==> config.mk <==
export PLATFORM = sky130hd
export DESIGN_NAME = imem_loader
export DESIGN_NICKNAME = d
export VERILOG_FILES = /design/src/rtl/imem_loader_pkg.sv /design/src/rtl/imem_loader.sv
export SDC_FILE = /design/constraint.sdc
export NUM_CORES = 1
export LEC_CHECK = 0
export CORE_ASPECT_RATIO = 0.7
export CORE_MARGIN = 8
export CORE_UTILIZATION = 55
export CTS_BUF_LIST = sky130_fd_sc_hd__clkbuf_4 sky130_fd_sc_hd__clkbuf_8
export DETAILED_ROUTE_END_ITERATION = 8
export PLACE_DENSITY = 0.91
export SLEW_MARGIN = 25
export SYNTH_ARGS = -nofsm -noshare
export SYNTH_HDL_FRONTEND = slang
export SYNTH_SLANG_ARGS = --single-unit
==> constraint.sdc <==
create_clock -name clk -period 5.28 [get_ports clk]
set_input_delay 1.32 -clock clk [delete_from_list [all_inputs] [get_ports clk]]
set_output_delay 1.32 -clock clk [all_outputs]
set_load 0.02 [all_outputs]
==> src/rtl/imem_loader_pkg.sv <==
// Shared definitions for the instruction-memory loader: frame marker default
// and loader state encoding.
package imem_loader_pkg;

    localparam logic [7:0] SYNC_BYTE_DEF = 8'hA5;

    typedef enum logic [2:0] {
        ST_IDLE   = 3'd0,
        ST_LEN_HI = 3'd1,
        ST_LEN_LO = 3'd2,
        ST_DATA   = 3'd3,
        ST_CHK    = 3'd4
    } state_t;

endpackage

==> src/rtl/imem_loader.sv <==
// Instruction-memory writer: parses a framed byte stream into big-endian 32-bit
// words, writes them at consecutive word addresses and holds the CPU in reset.
module imem_loader
    import imem_loader_pkg::*;
#(
    parameter int unsigned           ADDR_WIDTH = 30,
    parameter logic [ADDR_WIDTH-1:0] BASE_ADDR  = '0,
    parameter logic [7:0]            SYNC_BYTE  = SYNC_BYTE_DEF
) (
    input  logic                  clk,
    input  logic                  rst,
    input  logic [7:0]            in_data,
    input  logic                  in_valid,
    output logic                  in_ready,
    output logic                  imem_we,
    output logic [ADDR_WIDTH-1:0] imem_addr,
    output logic [31:0]           imem_din,
    output logic                  cpu_rst_hold,
    output logic                  done,
    output logic                  error
);

    state_t      state, state_nxt;
    logic        xfer;
    logic [15:0] len;
    logic [15:0] word_cnt;
    logic [1:0]  lane;
    logic [7:0]  chk;
    logic [23:0] asm_p0;
    logic        last_word;

    assign in_ready  = ~rst;
    assign xfer      = in_valid & in_ready;
    assign last_word = (word_cnt == len - 16'd1);

    always_ff @(posedge clk) begin
        if (rst) state <= ST_IDLE;
        else     state <= state_nxt;
    end

    always_comb begin
        state_nxt = state;
        if (xfer) begin
            case (state)
                ST_IDLE:   if (in_data == SYNC_BYTE) state_nxt = ST_LEN_HI;
                ST_LEN_HI: state_nxt = ST_LEN_LO;
                ST_LEN_LO: state_nxt = ({len[15:8], in_data} != 16'd0) ? ST_DATA : ST_CHK;
                ST_DATA:   if (lane == 2'd3 && last_word) state_nxt = ST_CHK;
                ST_CHK:    state_nxt = ST_IDLE;
                default:   state_nxt = ST_IDLE;
            endcase
        end
    end

    // Byte assembly: upper three bytes of the word in flight, not reset.
    always_ff @(posedge clk) begin
        if (xfer && state == ST_DATA) asm_p0 <= {asm_p0[15:0], in_data};
    end

    // Write stage: strobe, address and data become visible one cycle after the
    // word's last byte; a strobe pending at reset is simply cleared.
    always_ff @(posedge clk) begin
        if (rst) begin
            imem_we      <= 1'b0;
            imem_addr    <= BASE_ADDR;
            imem_din     <= 32'd0;
            cpu_rst_hold <= 1'b0;
            done         <= 1'b0;
            error        <= 1'b0;
            len          <= 16'd0;
            word_cnt     <= 16'd0;
            lane         <= 2'd0;
            chk          <= 8'd0;
        end else begin
            imem_we <= 1'b0;
            if (xfer) begin
                case (state)
                    ST_IDLE: begin
                        if (in_data == SYNC_BYTE) begin
                            done         <= 1'b0;
                            error        <= 1'b0;
                            cpu_rst_hold <= 1'b1;
                            word_cnt     <= 16'd0;
                            lane         <= 2'd0;
                            chk          <= 8'd0;
                        end
                    end
                    ST_LEN_HI: len[15:8] <= in_data;
                    ST_LEN_LO: len[7:0]  <= in_data;
                    ST_DATA: begin
                        chk  <= chk ^ in_data;
                        lane <= lane + 2'd1;
                        if (lane == 2'd3) begin
                            imem_we   <= 1'b1;
                            imem_din  <= {asm_p0, in_data};
                            imem_addr <= BASE_ADDR + ADDR_WIDTH'(word_cnt);
                            word_cnt  <= word_cnt + 16'd1;
                        end
                    end
                    ST_CHK: begin
                        cpu_rst_hold <= 1'b0;
                        if (in_data == chk) done  <= 1'b1;
                        else                error <= 1'b1;
                    end
                    default: ;
                endcase
            end
        end
    end

endmodule

==> key figures, run 1 <==
Setup path
  – Slowest cell on the critical path: clkdlybuf4s50_1
  – Worst setup SP type: primary input
  – WP buf/inv: 4
  – R2r setup slk: 2.16 ns
  – Most Frequent Cell on Critical Path: clkdlybuf4s50_1
  – Crit-path max cell delay: around 0.67 ns
  – Crit path max-delay family: buffers and inverters
  – Crit Path Category: primary input to output port
  – CP Capture Type: output port
  – CP max FO: 18
  – Arr. time, crit path: approximately 2.8 ns
  – WP data required: ~4.0 ns
  – Worst-path cell chain: clkdlybuf4s50_1, buf_4, inv_2, clkdlybuf4s50_1

Placement
  – Number of instances in the placed design: about 750
  – GPL Wtd Cong: between 0.9 and 1
  – DP HPWL: approximately 8600 µm
  – IO buf count: 63

Global routing
  – First-pass GRT wire length: roughly 21000 µm
  – GRT Residual Overflow: 0
  – Vias in the first global route: roughly 4200
  – Initial antenna violation count: 0
  – Gr usage total: 19.89%
  – Largest net degree at the start of global routing: 54

Clock network
  – H-tree depth: 4
  – Root Buffer: clkbuf_8
  – Cts hold-fix bufs: 0
  – Worst-path clk slew: 0.07 ns
  – Total CTS buffers: 17
  – Clock sinks: 121
  – Worst-skew pair later-pin latency: 0.42 ns
  – CTS max path bufs: 2
  – Resize count post-CTS: 0
  – Post-CTS Setup Inserts: 0
  – CTS tree: done

Synth
  – Yosys warning total: 0
  – Share of synthesized registers carrying an async set or reset: 0%
  – Synth unique cells: between 60 and 70
  – Post-synth top area share: 37.52%
  – Number of synthesized flops with an enable pin: 24
  – Synth area leader: dfxtp_1
  – Register area share after synthesis: between 50% and 60%
  – Register bit count reported by yosys: between 100 and 150
  – Synth area leaders: dfxtp_1 (38%), edfxtp_1 (14%), nand2_1 (9.7%), nand3_1 (5.2%), xnor2_1 (3.4%)
  – Main synth FF type: dfxtp_1
  – Post-Synthesis Cells: 586
  – Post-Syn Area: ~5200 µm²
  – Avg Cell Area, Syn: approximately 9 µm²

Route
  – Vias per cell: 5.604
  – Via count: 4354
  – Drc violations: 0
  – Initial DRC count: between 500 and 600
  – Drt first pass iters: 5
  – Post-Route WL: ~13000 µm
  – Drt wl/cell: roughly 16 µm
  – Post-route ant nets: 0

Power and ir drop
  – Pleak: between 2 and 2.5 nW
  – Worst vdd ir: around 0.18 mV
  – Total power: ~1.9 mW
  – Power per cell area: 300.6 nW/µm²

Layout
  – Number of diodes: 0
  – Non-filler cells, final: 777
  – Commonest non-fill, non-tap cell in the layout: nand2_1
  – Most frequent cells in the layout: nand2_1 (134), dfxtp_1 (97), clkdlybuf4s50_1 (63), nand3_1 (54), nor2_1 (42)
  – Total Nets Final: 654
  – Area delta synth->final: 20.19%
  – Layout cells sized above 1: under 10%

Floorplanning
  – Core ar.: just over 9000 µm²
  – Row cnt: 29
  – Die X: around 130 µm
  – DIE AREA: approximately 13000 µm²
  – Die span in y: slightly below 100 µm
  – Initial Utilization: 56.82%
  – I/O Pins: between 70 and 80

Job
  – Max Cap Violations: 0

STA
  – Slew headroom: a little over half
  – Final setup viols: 0
  – Max Clk Rate: around 0.24 GHz
  – Tcrit/Tclk final: about 78%
  – Shortest period the worst path allows: 4.137 ns
  – Final hold viol count: 0
  – Total negative slack: 0 ns
  – Final clock skew: approximately 0.0075 ns
  – Slew Limit Fails: 0
  – RSZ-0062 raised after global routing: no
  – Slew @ Worst Pin: about 0.71 ns

Worst hold path
  – Hold Crit Class: flop to flop

Status
  – Status: completed
## area by class of cell
cell class,instances,area [µm²]
clock buffers,25,319.1
clock inverters,7,115.1
flip-flops and latches,121,2663
fillers,663,2888
well taps,124,155.1
inverters,12,45.04
multi-input cells,419,2247
repair buffers,69,675.6
## synth_stat cells (2+ instances only)
master and count:
buf_4 15, a31oi_1 2, xor2_1 13, and4_1 2
and3b_1 2, o21ai_0 32, nor4_1 7, a211o_1 2
nand2b_1 2, nand3b_1 2, ha_1 3, a21o_1 2
a22oi_1 8, buf_1 4, buf_6 3, o21bai_1 2
xnor2_1 20, nand3_1 54, or3_1 4, nor3b_1 2
inv_2 2, clkbuf_1 23, dfxtp_1 97, inv_1 10
nor3_1 8, or4_1 2, nor2b_1 9, and2_1 2
or4_4 2, a211oi_1 2, nand2_1 134, o31ai_1 3
edfxtp_1 24, and3_1 3, o22ai_1 2, nand4_1 6
nor2_1 42, a21oi_1 11
## logic make-up (layout without fill, tap and decap cells)
logic type                 after synthesis  in the layout  synth area share, %
adders and majority gates                3              3               0.7254
and+or+nand+nor                        290            290                25.99
muxes                                    3              3               0.7011
xor gates and xnor gates                33             33                5.585
buffers and inverters                   59            113                6.069
AOI/OAI and AO/OA                       76             76                9.405
DFF                                    121            121                51.45
other                                    1             14              0.07246
## worst reg2reg max path, delay by kind of cell, from the launching register on
kind / cells / cell delay, ns
and+or+nand+nor: 4 / 1.88
DFF: 1 / 0.39
muxes: 1 / 0.32
AOI/OAI and AO/OA: 1 / 0.27
xor gates and xnor gates: 1 / 0.15
## layer usage
| metal | vias to the layer above | wire [µm] | track usage (%) | part of all wire [%] |
|---|---|---|---|---|
| met5 | - | 0 | 0 | 0 |
| met4 | 0 | 216 | 7.740 | 1.7 |
| met3 | 26 | 1289 | 7.128 | 10 |
| met2 | 228 | 5835 | 30.97 | 46 |
| met1 | 2017 | 5355 | 24.66 | 42 |
| li1 | 2083 | - | - | - |
## where the power goes
| group | internal (mW) | total [mW] | switching [mW] | leakage (nW) |
|---|---|---|---|---|
| Sequential | 0.939 | 0.939 | 0.000316 | 0.996 |
| Combinational | 0.0124 | 0.0504 | 0.0380 | 1.17 |
| Clock | 0.537 | 0.880 | 0.343 | 0.220 |
## sequential cells by signal, summed over array words and instances (netlist names)
name / cells
asm_p0: 24
chk: 8
cpu_rst_hold: 1
done: 1
error: 1
imem_addr: 16
imem_din: 32
imem_we: 1
lane: 2
len: 16
state: 3
word_cnt: 16
## stage by stage
step	setup slack (ns)	utilization (%)	hold slack [ns]	area [µm²]
finish	1.143	68.29	0.4272	6220
global route	1.095	68.29	0.4611	6220
CTS	1.162	68.29	0.4332	6220
detailed placement	1.030	63.53	0.4200	5786
global placement	1.151	63.53	0.4150	5786
floorplan	1.749	-	0.4081	5224
## path summary, 6_finish.rpt
path,startpoint,cells after the start,endpoint
worst max-delay path,rst,4,in_ready
worst min-delay path,asm_p0[23],2,imem_din[31]
worst max register to register,len[8],7,state[2]
worst min register to register,asm_p0[23],2,imem_din[31]
Note: power is estimated with default switching activity, not from simulation.
==> inputs of run 2 (changes only) <==
==> constraint.sdc (replaced) <==
create_clock -name clk -period 4 [get_ports clk]
set_input_delay 1 -clock clk [delete_from_list [all_inputs] [get_ports clk]]
set_output_delay 1 -clock clk [all_outputs]
set_load 0.02 [all_outputs]
==> run 2 against run 1 <==
Net effect: largest power group unchanged; sequential power up 32%; largest cell class unchanged; wire length up 3.8%; cell area up 1.2%; critical path type is now primary input to flop.
==> key figures, run 2 (synthesized netlist as in run 1, its figures left out) <==
Floorplanning
  – Initial Utilization: 56.82%
  – I/O Pins: 78
  – Core ar.: 9107 µm²
  – Row cnt: 29
  – Die X: 131.9 µm
  – DIE AREA: approximately 13000 µm²
  – Die span in y: 97.16 µm

Power and ir drop
  – Power per cell area: roughly 400 nW/µm²
  – Pleak: between 2 and 2.5 nW
  – Worst vdd ir: between 0.2 and 0.3 mV

Placement
  – IO buf count: 63
  – DP HPWL: between 9000 and 10000 µm
  – GPL Wtd Cong: approximately 0.90

Clock network
  – Clock sinks: approximately 120
  – CTS max path bufs: 2
  – Resize count post-CTS: 0
  – H-tree depth: 4
  – Total CTS buffers: 17
  – Cts hold-fix bufs: 0
  – Post-CTS Setup Inserts: 0
  – Worst-skew pair later-pin latency: ~0.43 ns
  – CTS tree: done
  – Root Buffer: clkbuf_8
  – Worst-path clk slew: ~0.070 ns

Layout
  – Largest regs: imem_din: 32 flops, asm_p0: 24 flops
  – Layout cells sized above 1: roughly 8.9%
  – Max reg flops: 32
  – Largest register by flop count: imem_din
  – Number of diodes: 0
  – Area delta synth->final: 21.59%
  – Total Nets Final: 662
  – Commonest non-fill, non-tap cell in the layout: nand2_1
  – Fill count: between 600 and 700
  – Most frequent cells in the layout: nand2_1 (134), dfxtp_1 (97), clkdlybuf4s50_1 (63), nand3_1 (54), nor2_1 (42)

Setup path
  – CP max FO: 6
  – Arr. time, crit path: around 3.6 ns
  – Crit Path Category: primary input to flop
  – Crit-path max cell delay: 0.58 ns
  – Worst Setup SP: in_data[1]
  – Crit path max-delay family: simple AND/OR/NAND/NOR gates
  – WP data required: between 4 and 5 ns
  – Reg2reg start: len[8]
  – Slowest cell on the critical path: or4_1
  – Worst-path cell chain: clkdlybuf4s50_1, nor4_1, a21oi_1, nor2_1, nand4_1, or4_1, o31ai_4, mux2_4
  – CP Capture Type: flop
  – WP buf/inv: 1
  – Worst setup SP type: primary input

Worst hold path
  – HP Start: asm_p0[19]
  – Hold Crit Class: flop to flop

Route
  – Vias per cell: between 5 and 6
  – Drt wl/cell: approximately 17 µm
  – Post-route ant nets: 0
  – Via count: around 4500
  – Initial DRC count: between 400 and 500
  – Post-Route WL: between 10000 and 15000 µm
  – Drt first pass iters: 6
  – Drc violations: 0

Global routing
  – GRT Residual Overflow: 0
  – Largest net degree at the start of global routing: 60
  – Met3 Use GR: ~8.5%
  – Vias in the first global route: between 4000 and 5000
  – Met2 global-route usage: roughly a third
  – Met1 usage: 26.06%
  – First-pass GRT wire length: between 20000 and 25000 µm
  – Initial antenna violation count: 0
  – Most Crowded Layer GR: met2
  – Gr usage total: a little over a fifth

STA
  – Final setup viols: 0
  – Final clock skew: 0.008821 ns
  – Slew Limit Fails: 0
  – Final hold slack: about 0.44 ns
  – Total negative slack: 0 ns
  – Slew headroom: a little over half
  – Slew @ Worst Pin: slightly above 0.7 ns
  – Tcrit/Tclk final: ~83%
  – RSZ-0062 raised after global routing: no
  – Shortest period the worst path allows: 3.311 ns
  – Final hold viol count: 0
  – Max Clk Rate: between 0.3 and 0.4 GHz

Status
  – Status: completed

Job
  – Max Cap Violations: 0
[run 2: cell types whose count changed in the layout (fill, tap and decap cells not counted)]
cell and delta:
buf_4 +8, clkinvlp_4 -1, bufinv_16 +1, clkinv_4 +1, clkinv_2 -1, clkbuf_8 -1
[run 2: stage by stage]
stage          std cells  setup WS, ns  util (%)  instance area, µm²  power [mW]
3_3_place_gp         753        0.4777     64.18                5846       1.336
4_1_cts              784        0.7116     69.09                6292       2.530
2_1_floorplan        599        0.7887         -                5224       1.316
3_5_place_dp         753        0.3747     64.18                5846       1.337
5_1_grt              784        0.5853     69.09                6292       2.600
6_report             784        0.6885     69.09                6292       2.526
[run 2: per-layer routing]
layer	vias to the layer above	wire length (µm)
li1	2092	-
met1	2097	5325
met2	240	6013
met3	28	1525
met4	0	312
met5	-	0
[run 2: tightest hold or removal path, stage by stage (launching register included)]
cell and delay, ns:
edfxtp_1 0.33, nand2_1 0.05, nand2_1 0.04
[run 2: area by class of cell]
type / instances / area, µm² / share of cell area (%)
Multi-Input combinational cell: 419 / 2247 / 35.71
Tap cell: 124 / 155.1 / 2.466
Clock inverter: 7 / 141.4 / 2.247
Clock buffer: 24 / 305.3 / 4.852
Timing Repair Buffer: 77 / 735.7 / 11.69
Sequential cell: 121 / 2663 / 42.31
Inverter: 12 / 45.04 / 0.7158
[run 2: final timing paths]
| check | end | slack, ns | cells past startpoint |
|---|---|---|---|
| worst min register to register | imem_din[27] | 0.44 | 2 |
| worst max register to register | state[2] | 0.88 | 7 |
| worst min-delay path | imem_din[27] | 0.44 | 2 |
| worst max-delay path | state[2] | 0.69 | 8 |
[run 2: power breakdown]
group	leakage [nW]	total (mW)	internal (mW)	switching (mW)
Clock	0.227	1.21	0.754	0.460
Sequential	0.996	1.24	1.24	0.000428
Combinational	1.21	0.0722	0.0204	0.0518
Total	2.43	2.53	2.01	0.512
